<file path="config.mk">
export PLATFORM = sky130hd
export DESIGN_NAME = calc_result_sel_flat
export DESIGN_NICKNAME = d
export VERILOG_FILES = /design/src/rtl/calc_pkg.sv /design/src/rtl/calc_result_sel_if.sv /design/src/rtl/calc_skid_fifo2.sv /design/src/rtl/calc_result_sel.sv /design/src/flat_wrapper.sv
export SDC_FILE = /design/constraint.sdc
export NUM_CORES = 1
export LEC_CHECK = 0
export BUFFER_PORTS_ARGS = -buffer_cell sky130_fd_sc_hd__buf_2
export CELL_PAD_IN_SITES_DETAIL_PLACEMENT = 0
export CELL_PAD_IN_SITES_GLOBAL_PLACEMENT = 1
export CORE_ASPECT_RATIO = 0.6
export CORE_MARGIN = 8
export CORE_UTILIZATION = 36
export DETAILED_ROUTE_END_ITERATION = 8
export PLACE_DENSITY_LB_ADDON = 0.1
export SLEW_MARGIN = 20
export SYNTH_ARGS = -nofsm -noshare
export SYNTH_HDL_FRONTEND = slang
export SYNTH_SLANG_ARGS = --single-unit
</file>
<file path="constraint.sdc">
create_clock -name clk -period 3.9 [get_ports clk]
set_input_delay 0.39 -clock clk [delete_from_list [all_inputs] [get_ports clk]]
set_output_delay 0.39 -clock clk [all_outputs]
set_load 0.01 [all_outputs]
</file>
<file path="src/rtl/calc_pkg.sv">
// Shared calculator definitions: selector FSM states and default datapath sizing.
package calc_pkg;

  typedef enum logic {
    CALC_SEL_IDLE  = 1'b0,
    CALC_SEL_ARMED = 1'b1
  } calc_sel_state_e;

  localparam int unsigned CALC_WIDTH  = 16;
  localparam int unsigned CALC_NUM_CH = 4;

endpackage : calc_pkg

</file>
<file path="src/rtl/calc_result_sel_if.sv">
// Select, per-channel operand/result and output handshakes of the result selector.
interface calc_result_sel_if
  import calc_pkg::*;
#(
  parameter int unsigned WIDTH  = CALC_WIDTH,
  parameter int unsigned NUM_CH = CALC_NUM_CH
);
  localparam int unsigned SEL_W = $clog2(NUM_CH);

  logic [SEL_W-1:0]        sel;
  logic                    sel_valid;
  logic                    sel_ready;
  logic [NUM_CH*WIDTH-1:0] in_data;
  logic [NUM_CH-1:0]       in_valid;
  logic [NUM_CH-1:0]       in_ready;
  logic [WIDTH-1:0]        out_data;
  logic [SEL_W-1:0]        out_ch;
  logic                    out_valid;
  logic                    out_ready;

  modport master (
    output sel, sel_valid, in_data, in_valid, out_ready,
    input  sel_ready, in_ready, out_data, out_ch, out_valid
  );

  modport slave (
    input  sel, sel_valid, in_data, in_valid, out_ready,
    output sel_ready, in_ready, out_data, out_ch, out_valid
  );

endinterface : calc_result_sel_if

</file>
<file path="src/rtl/calc_skid_fifo2.sv">
// Two-entry registered FIFO; head is always a flop, push data is never bypassed.
module calc_skid_fifo2 #(
  parameter int unsigned DW = 16
) (
  input  logic          clk,
  input  logic          rst,
  input  logic          push,
  input  logic [DW-1:0] push_data,
  input  logic          pop,
  output logic [DW-1:0] pop_data,
  output logic          full,
  output logic          empty
);

  logic [DW-1:0] head_q, head_d;
  logic [DW-1:0] tail_q, tail_d;
  logic [1:0]    cnt_q, cnt_d;
  logic          do_push, do_pop;

  assign full     = (cnt_q == 2'd2);
  assign empty    = (cnt_q == 2'd0);
  assign pop_data = head_q;
  assign do_push  = push && !full;
  assign do_pop   = pop && !empty;

  always_comb begin
    head_d = head_q;
    tail_d = tail_q;
    cnt_d  = cnt_q;
    unique case ({do_push, do_pop})
      2'b10: begin
        if (empty) head_d = push_data;
        else       tail_d = push_data;
        cnt_d = cnt_q + 2'd1;
      end
      2'b01: begin
        // Head keeps the last popped value once the FIFO drains
        if (full) head_d = tail_q;
        cnt_d = cnt_q - 2'd1;
      end
      2'b11: begin
        if (cnt_q == 2'd1) begin
          head_d = push_data;
        end else begin
          head_d = tail_q;
          tail_d = push_data;
        end
      end
      default: ;
    endcase
  end

  always_ff @(posedge clk) begin
    if (rst) begin
      head_q <= '0;
      tail_q <= '0;
      cnt_q  <= 2'd0;
    end else begin
      head_q <= head_d;
      tail_q <= tail_d;
      cnt_q  <= cnt_d;
    end
  end

endmodule : calc_skid_fifo2

</file>
<file path="src/rtl/calc_result_sel.sv">
// Latches an op select, takes one result from the chosen channel and queues it
// with its channel index into a 2-entry output FIFO.
module calc_result_sel
  import calc_pkg::*;
#(
  parameter int unsigned WIDTH  = CALC_WIDTH,
  parameter int unsigned NUM_CH = CALC_NUM_CH,
  parameter int unsigned CNT_W  = 16
) (
  input  logic              clk,
  input  logic              rst,
  calc_result_sel_if.slave  bus,
  output logic              err_sel,
  output logic [CNT_W-1:0]  xfer_cnt
);

  localparam int unsigned SEL_W = $clog2(NUM_CH);
  localparam int unsigned DW    = WIDTH + SEL_W;

  calc_sel_state_e  state_q, state_d;
  logic [SEL_W-1:0] sel_q, sel_d;
  logic             err_sel_q, err_sel_d;
  logic [CNT_W-1:0] xfer_cnt_q, xfer_cnt_d;

  logic              sel_in_range_c;
  logic              push, pop;
  logic              fifo_full, fifo_empty;
  logic [DW-1:0]     fifo_head;
  logic [NUM_CH-1:0] hit;
  logic [NUM_CH-1:0] in_ready;
  logic [WIDTH-1:0]  gated [NUM_CH];
  logic [WIDTH-1:0]  sel_data;

  assign sel_in_range_c = (32'(bus.sel) < NUM_CH);

  // Per-channel AND gating of data and ready by the latched select
  for (genvar c = 0; c < NUM_CH; c++) begin : g_ch
    assign hit[c]      = (sel_q == SEL_W'(c));
    assign in_ready[c] = (state_q == CALC_SEL_ARMED) && hit[c] && !fifo_full;
    assign gated[c]    = bus.in_data[c*WIDTH +: WIDTH] & {WIDTH{hit[c]}};
  end

  always_comb begin
    sel_data = '0;
    for (int unsigned c = 0; c < NUM_CH; c++) sel_data = sel_data | gated[c];
  end

  always_comb begin
    state_d   = state_q;
    sel_d     = sel_q;
    err_sel_d = err_sel_q;
    push      = 1'b0;
    unique case (state_q)
      CALC_SEL_IDLE: begin
        if (bus.sel_valid) begin
          if (sel_in_range_c) begin
            state_d = CALC_SEL_ARMED;
            sel_d   = bus.sel;
          end else begin
            err_sel_d = 1'b1;
          end
        end
      end
      CALC_SEL_ARMED: begin
        if (|(bus.in_valid & in_ready)) begin
          push    = 1'b1;
          state_d = CALC_SEL_IDLE;
        end
      end
      default: state_d = CALC_SEL_IDLE;
    endcase
  end

  assign pop        = !fifo_empty && bus.out_ready;
  assign xfer_cnt_d = xfer_cnt_q + CNT_W'(pop);

  always_ff @(posedge clk) begin
    if (rst) begin
      state_q    <= CALC_SEL_IDLE;
      sel_q      <= '0;
      err_sel_q  <= 1'b0;
      xfer_cnt_q <= '0;
    end else begin
      state_q    <= state_d;
      sel_q      <= sel_d;
      err_sel_q  <= err_sel_d;
      xfer_cnt_q <= xfer_cnt_d;
    end
  end

  calc_skid_fifo2 #(.DW(DW)) u_fifo (
    .clk       (clk),
    .rst       (rst),
    .push      (push),
    .push_data ({sel_q, sel_data}),
    .pop       (pop),
    .pop_data  (fifo_head),
    .full      (fifo_full),
    .empty     (fifo_empty)
  );

  assign bus.sel_ready = (state_q == CALC_SEL_IDLE);
  assign bus.in_ready  = in_ready;
  assign bus.out_data  = fifo_head[WIDTH-1:0];
  assign bus.out_ch    = fifo_head[DW-1:WIDTH];
  assign bus.out_valid = !fifo_empty;
  assign err_sel       = err_sel_q;
  assign xfer_cnt      = xfer_cnt_q;

endmodule : calc_result_sel
</file>
<file path="src/flat_wrapper.sv">
// flat-port wrapper written by rule: the top's interface ports become plain ports
module calc_result_sel_flat import calc_pkg::*;
#(
  parameter int unsigned WIDTH  = CALC_WIDTH,
  parameter int unsigned NUM_CH = CALC_NUM_CH,
  parameter int unsigned CNT_W  = 16
)
  (clk, rst, err_sel, xfer_cnt, bus_sel, bus_sel_valid, bus_in_data, bus_in_valid, bus_out_ready, bus_sel_ready, bus_in_ready, bus_out_data, bus_out_ch, bus_out_valid);
  calc_result_sel_if #(.WIDTH(WIDTH), .NUM_CH(NUM_CH)) bus_i ();
  input  logic clk;
  input  logic rst;
  output logic err_sel;
  output logic [CNT_W-1:0] xfer_cnt;
  input wire logic [$bits(bus_i.sel)-1:0] bus_sel;
  input wire logic [$bits(bus_i.sel_valid)-1:0] bus_sel_valid;
  input wire logic [$bits(bus_i.in_data)-1:0] bus_in_data;
  input wire logic [$bits(bus_i.in_valid)-1:0] bus_in_valid;
  input wire logic [$bits(bus_i.out_ready)-1:0] bus_out_ready;
  output wire logic [$bits(bus_i.sel_ready)-1:0] bus_sel_ready;
  output wire logic [$bits(bus_i.in_ready)-1:0] bus_in_ready;
  output wire logic [$bits(bus_i.out_data)-1:0] bus_out_data;
  output wire logic [$bits(bus_i.out_ch)-1:0] bus_out_ch;
  output wire logic [$bits(bus_i.out_valid)-1:0] bus_out_valid;
  assign bus_i.sel = bus_sel;
  assign bus_i.sel_valid = bus_sel_valid;
  assign bus_i.in_data = bus_in_data;
  assign bus_i.in_valid = bus_in_valid;
  assign bus_i.out_ready = bus_out_ready;
  assign bus_sel_ready = bus_i.sel_ready;
  assign bus_in_ready = bus_i.in_ready;
  assign bus_out_data = bus_i.out_data;
  assign bus_out_ch = bus_i.out_ch;
  assign bus_out_valid = bus_i.out_valid;
  calc_result_sel #(.WIDTH(WIDTH), .NUM_CH(NUM_CH), .CNT_W(CNT_W)) u_core (.clk(clk), .rst(rst), .bus(bus_i), .err_sel(err_sel), .xfer_cnt(xfer_cnt));
endmodule
</file>
Word level (Yosys, flattened, before mapping)

Cells that the tools add are included.

Add/sub/neg operators: 3
Multipliers: 0
Divide/modulo/power cells: 0
Magnitude comparators: 0
Equality and inequality tests: 12
Shifts and indexed selects: 0
Multiplexer cells: 13
Bitwise operators: 9
Reductions and logical operators: 22

Operators with widths:

| cell                                                               | count |
|---|---|
| 18-bit 2-to-1 mux                                                  | 5 |
| 16-bit AND                                                         | 4 |
| 18-bit one-hot mux with 3 select lines                             | 1 |
| 16-bit OR                                                          | 3 |
| 18-bit one-hot mux with 2 select lines                             | 1 |
| 16-bit by 1-bit adder with 16-bit output                           | 1 |
| 1-bit logical AND                                                  | 11 |
| 2-bit == test, second input constant                               | 5 |
| 2-bit by 1-bit == test with 1-bit output, second input constant    | 3 |
| 3-bit AND reduction                                                | 2 |
| 4-bit AND                                                          | 1 |
| 2-bit zero test                                                    | 2 |
| 1-bit 2-to-1 mux                                                   | 4 |
| 2-bit by 1-bit != test with 1-bit output, second input constant    | 2 |
| 2-bit != test, second input constant                               | 2 |
| 2-bit one-hot mux with 2 select lines                              | 1 |
| 2-bit nonzero test                                                 | 2 |
| 4-bit OR reduction                                                 | 1 |
| 3-bit nonzero test                                                 | 1 |
| 2-bit by 1-bit adder with 2-bit output, second input constant      | 1 |
| 1-bit zero test                                                    | 2 |
| 1-bit one-hot mux with 2 select lines                              | 1 |
| 2-bit AND reduction                                                | 1 |
| 2-bit by 1-bit subtractor with 2-bit output, second input constant | 1 |
| 1-bit inverter                                                     | 1 |

Flip-flop bits (word level): 57
Latch bits: 0
Memory bits (writable): 0
Bits in read-only memories: 0
Input port bits: 74
Output and inout bits: 41
Word-level logic and storage cells: 65
Memories kept: 0

Logic depth before layout (Yosys ltp)

Depth in word-level cells: 11
Depth in mapped cells: 12
Mapped depth without buffers: 10

Hierarchy

A second synthesis with hierarchy kept.

Cell total of the unflattened synthesis: 350
Area total of the unflattened synthesis: 3393.3 sq um

By module, submodules not included:

| module          | times used | cells each | area an instance (sq um) | sequential area each (sq um) |
|---|---|---|---|---|
| calc_skid_fifo2 | 1          | 225        | 2057.0                   | 760.7 |
| calc_result_sel | 1          | 125        | 1336.3                   | 380.4 |

Least setup slack after synthesis

No wires, ideal clock.

Path kind: reg-to-reg
Start: reg u_core.sel_q[0]
End: reg u_core.u_fifo.head_q[1] (netlist: u_core.u_fifo.pop_data[1])
Library setup time: 0.132 ns
Data arrival time: 2.682 ns
Data required time: 3.768 ns
Slack: 1.086 ns
Stages on the path, launching flop included: 12
Path buffers: 4
Clock period less this slack: 2.814 ns
Cell sequence: dfxtp_1 -> buf_2 -> buf_2 -> mux4_2 -> and2_1 -> ha_1 -> nor2b_1 -> or3_1 -> clkbuf_1 -> clkbuf_1 -> a221oi_1 -> nor3_1

Longest elaborated chain between the ends: 11
Elaborated cells on any way between the ends: 34
Those cells by class: eq/ne (8); mux (5); bitwise (8); reduce/logical (13)

Ends and longest elaborated chain:

| what                                                                                                   | line                  | source |
|---|---|---|
| start: declaration                                                                                     | calc_result_sel.sv:21 | `logic [SEL_W-1:0] sel_q, sel_d;` |
| start signal: assignment                                                                               | calc_result_sel.sv:85 | `sel_q <= sel_d;` |
| 2-bit by 1-bit == test with 1-bit output (tied with other cells)                                       | calc_result_sel.sv:38 | `assign hit[c] = (sel_q == SEL_W'(c));` |
| 1-bit logical AND (2 in series)                                                                        | calc_result_sel.sv:39 | `assign in_ready[c] = (state_q == CALC_SEL_ARMED) && hit[c] && !fifo_full;` |
| 4-bit AND                                                                                              | calc_result_sel.sv:65 | `if (\|(bus.in_valid & in_ready)) begin` |
| 4-bit OR reduction                                                                                     | calc_result_sel.sv:65 |  |
| 1-bit 2-to-1 mux                                                                                       | calc_result_sel.sv:65 |  |
| 1-bit 2-to-1 mux                                                                                       | calc_result_sel.sv:53 | `unique case (state_q)` |
| 1-bit logical AND                                                                                      | calc_skid_fifo2.sv:23 | `assign do_push = push && !full;` |
| 2-bit == test / 2-bit by 1-bit == test with 1-bit output (equally long branches)                       | calc_skid_fifo2.sv:30 | `unique case ({do_push, do_pop})` |
| 2-bit by 1-bit != test with 1-bit output (no source line) / 3-bit nonzero test (equally long branches) | -                     |  |
| 3-bit AND reduction (no source line)                                                                   | -                     |  |
| end signal: assignment                                                                                 | calc_skid_fifo2.sv:55 | `head_q <= '0;` |
| end signal: assignment                                                                                 | calc_skid_fifo2.sv:59 | `head_q <= head_d;` |
| end: declaration                                                                                       | calc_skid_fifo2.sv:15 | `logic [DW-1:0] head_q, head_d;` |

Several ways; a longest one is shown, not always the timed one. The select of a mux whose other input is x is not followed.
A chain may end at the register's enable or synchronous reset.

Worst setup path after layout

Start: reg u_core.u_fifo.cnt_q[0]
End: reg u_core.u_fifo.head_q[14] (netlist: u_core.u_fifo.pop_data[14])

Longest elaborated chain between the ends: 11
Elaborated cells on any way between the ends: 25
Those cells by class: eq/ne (7); mux (4); bitwise (1); reduce/logical (13)

Ends and longest elaborated chain:

| what                                                                                                   | line                                         | source |
|---|---|---|
| start: declaration                                                                                     | calc_skid_fifo2.sv:17                        | `logic [1:0] cnt_q, cnt_d;` |
| start signal: assignment                                                                               | calc_skid_fifo2.sv:61                        | `cnt_q <= cnt_d;` |
| 2-bit == test                                                                                          | calc_skid_fifo2.sv:20                        | `assign full = (cnt_q == 2'd2);` |
| 1-bit zero test                                                                                        | calc_skid_fifo2.sv:23, calc_result_sel.sv:39 |  |
| 1-bit logical AND                                                                                      | calc_result_sel.sv:39                        |  |
| 4-bit AND                                                                                              | calc_result_sel.sv:65                        |  |
| 4-bit OR reduction                                                                                     | calc_result_sel.sv:65                        |  |
| 1-bit 2-to-1 mux                                                                                       | calc_result_sel.sv:65                        |  |
| 1-bit 2-to-1 mux                                                                                       | calc_result_sel.sv:53                        |  |
| 1-bit logical AND                                                                                      | calc_skid_fifo2.sv:23                        |  |
| 2-bit == test / 2-bit by 1-bit == test with 1-bit output (equally long branches)                       | calc_skid_fifo2.sv:30                        |  |
| 2-bit by 1-bit != test with 1-bit output (no source line) / 3-bit nonzero test (equally long branches) | -                                            |  |
| 3-bit AND reduction (no source line)                                                                   | -                                            |  |

Several ways; a longest one is shown, not always the timed one.

==> summary.txt <==
Layout
  • Antenna Cells: 0
  • Layout cells sized above 1: between 40% and 50%
  • Storage cell area: 1140 um2
  • P&R area growth vs syn: 34.4%
  • Multi-input logic area: 1580 um2
  • Fillers: about 760
  • Nets: between 400 and 500

Clock tree
  • Clk slew on worst S/H paths: 0.05 ns
  • Clock buffer depth: 2
  • CTS Sinks: 57
  • TritonCTS clock tree: yes
  • # resized after CTS: 0
  • CTS H-tree depth: 3
  • TritonCTS buffer count: 9
  • CTS root buffer: clkbuf_16
  • Post-CTS setup buffer count: 0
  • Hold Buf Count CTS: 0
  • Worst skew pair latency: roughly 0.31 ns

Timing
  • Setup ws final: 1.08 ns
  • F_max: 0.354 GHz
  • Skew final: 0.00320 ns
  • Final Max Slew Viols: 0
  • Slew @ Worst Pin: 1.06 ns
  • TNS Setup: 0 ns
  • # setup viols final: 0
  • Fin crit share: 72.4%
  • Slew headroom: 29.4%
  • Minimum clock period: 2.82 ns
  • RSZ-0062 raised after global routing: false
  • Final count of hold timing violations: 0

Floorplanning
  • Die area: ~11,000 um2
  • Starting Density: a little over a third
  • Core area: 7760 um2
  • Rows: 25
  • Die height: ~85 um
  • I/O pin cnt: 115
  • Die width: 131 um

Yosys
  • Synth unique cells: 36
  • Mapped Cells: about 290
  • YS warnings: 0
  • Sequential area share after synthesis: 40.3%
  • Most used DFF post-synth: dfxtp_1
  • Top cells by area, synth: dfxtp_1, mux4_2, nor2_1
  • EDFF count, synth: 0
  • Syn Area/Cell: 9.94 um2
  • Synth Net Count: 368
  • Share of the synthesized area in the top cell type: 40.3%
  • Synth area leader: dfxtp_1
  • Post-synth ARST share: 0%
  • Post-synth design cell area: roughly 2800 um2
  • #FFs+latches synth: 57

Power
  • Pint: between 1.5 and 2 mW
  • Max VDD drop: 0.246 mV
  • Clock share of power: 36.9%
  • P_leak: 1.77 nW
  • Pwr dens: slightly above 600 nW/um2
  • Comb pwr share: 30.4%
  • Reg power frac: 32.7%
  • Switching Share: roughly a third
  • NetSw: 0.728 mW

Routing
  • WL/cell: 15.3 um
  • # DRC: 0
  • Via Count: between 2,000 and 2,500
  • Vias per cell: 4.87
  • Overall routed net length: 7710 um
  • 1st-iter DRT viols: 175
  • Post-route ant nets: 0
  • Initial DRT Pass Iterations: 4

GRT
  • Total congestion overflow: 0
  • Largest net degree at the start of global routing: 58
  • First-pass GRT wire length: 12,600 um
  • Vias in the first global route: approximately 2,500
  • Antenna violations before repair: 0
  • Gr usage total: 14.3%

Min path
  • Worst Hold Class: in2reg
  • Worst Hold Launch: bus_sel[1]

Place
  • HPWL Detailed: 5640 um
  • I/O Buffers: about 110
  • Pre-CTS setup slack: 1.11 ns
  • Placer Congestion: 0.749

Setup path
  • Startpoint Class: flop
  • Setup crit start: u_core.u_fifo.cnt_q[0]
  • Arr. time, crit path: 2.98 ns
  • Crit-path max FO: 18
  • Setup CP Type: reg2reg
  • WP data required: 4.06 ns
  • Reg-to-reg startpoint: u_core.u_fifo.cnt_q[0]
  • CP Capture Type: flop

Flow run
  • # Max-Cap Violations: 0

Status
  • Status: completed
-- registers in the layout, indices dropped and copies added (netlist names) --
signal	count
u_core.u_fifo.tail_q	18
u_core.u_fifo.cnt_q	2
u_core.state_q	1
u_core.u_fifo.pop_data	18
u_core.sel_q	2
u_core.xfer_cnt	16
-- Yosys cell counts, types with 2 or more instances --
cell      count
buf_1         3
nor2_1       54
xnor2_1       8
nor3_1       21
nand3_1       2
buf_2         6
nor2b_1       8
xor2_1        5
clkbuf_1     11
and3_1        2
a221oi_1     18
nand2_1       9
mux4_2       17
mux2i_1      20
or3_1         3
inv_1         8
o21ai_0       4
nor4b_1       2
a21oi_1       3
ha_1          9
dfxtp_1      57
-- metal layers --
| metal | global-route usage [%] | vias to the layer above | wire (um) |
|---|---|---|---|
| li1 | - | 1241 | - |
| met5 | 0 | - | 0 |
| met2 | 21.7 | 75 | 3350 |
| met1 | 19.0 | 1140 | 3820 |
| met3 | 5.25 | 5 | 489 |
| met4 | 3.11 | 0 | 45 |
-- power groups by stage --
stage               clock network [mW]  logic (mW)  registers, mW
CTS                              0.875       0.713          0.757
floorplan                            0       0.436          0.794
detailed placement                   0       0.711          0.767
global route                     0.906       0.792          0.773
global placement                     0       0.714          0.768
finish                           0.854       0.704          0.756
-- per-stage QoR --
step	cell area (um2)	util (%)	instances	hold WS, ns	power, mW
after global placement	3480	44.8	489	0.466	1.48
after floorplan	2830	-	285	0.464	1.23
final	3810	49.1	505	0.315	2.31
after detailed placement	3480	44.8	489	0.481	1.48
after global routing	3810	49.1	505	0.311	2.47
after CTS	3810	49.1	505	0.301	2.34
-- cell type report --
type                            count  share of cell area [%]
Multi-Input combinational cell    199                    41.4
Sequential cell                    57                    30.0
Timing Repair Buffer              117                    15.6
Clock buffer                       11                    6.64
Tap cell                          108                    3.55
Clock inverter                      5                    2.04
Inverter                            8                   0.788
-- final timing paths --
kind | to | slack (ns) | cells after the start
max | u_core.u_fifo.pop_data[14] | 1.08 | 9
min | u_core.sel_q[1] | 0.32 | 3
max reg2reg | u_core.u_fifo.pop_data[14] | 1.08 | 9
min reg2reg | u_core.u_fifo.tail_q[5] | 0.49 | 2
-- critical path, cell delays in order (launching register included) --
cell      delay (ns)
dfxtp_1         0.38
inv_1           0.08
ha_1            0.24
nor2b_1         0.40
inv_1           0.12
ha_1            0.21
nor2b_1         0.16
or3_1           0.63
a221oi_1        0.35
nor3_1          0.08
-- cells by family (layout without fill, tap and decap cells) --
| family | Yosys count | in the layout | share of synthesized area [%] |
|---|---|---|---|
| mux | 37 | 37 | 20.6 |
| flops | 57 | 57 | 40.3 |
| simple gates | 112 | 112 | 19.5 |
| fa+ha+maj | 9 | 9 | 3.97 |
| buf+inv | 29 | 141 | 4.24 |
| xor+xnor | 13 | 13 | 4.02 |
| compound gates | 27 | 27 | 7.33 |
| other cells | 1 | 1 | 0.132 |
-- placed cells by master (no fill, tap or decap), drive strengths merged --
| master | count |
|---|---|
| a221oi | 18 |
| nor3 | 22 |
| nor4 | 1 |
| or3 | 4 |
| or4 | 1 |
| or3b | 1 |
| clkbuf | 11 |
| conb | 1 |
| bufinv | 2 |
| nand4 | 2 |
| inv | 8 |
| nand3 | 3 |
| xnor2 | 8 |
| ha | 9 |
| a21oi | 3 |
| mux4 | 17 |
| nor2 | 54 |
| nor4b | 2 |
| clkinvlp | 1 |
| nand2 | 9 |
| and2 | 1 |
| nor2b | 8 |
| o21ai | 4 |
| a211oi | 1 |
| and4bb | 1 |
| and3 | 2 |
| and4 | 1 |
| mux2i | 20 |
| buf | 117 |
| o21a | 1 |
| clkinv | 2 |
| xor2 | 5 |
| dfxtp | 57 |
Note: power is estimated with default switching activity, not from simulation.
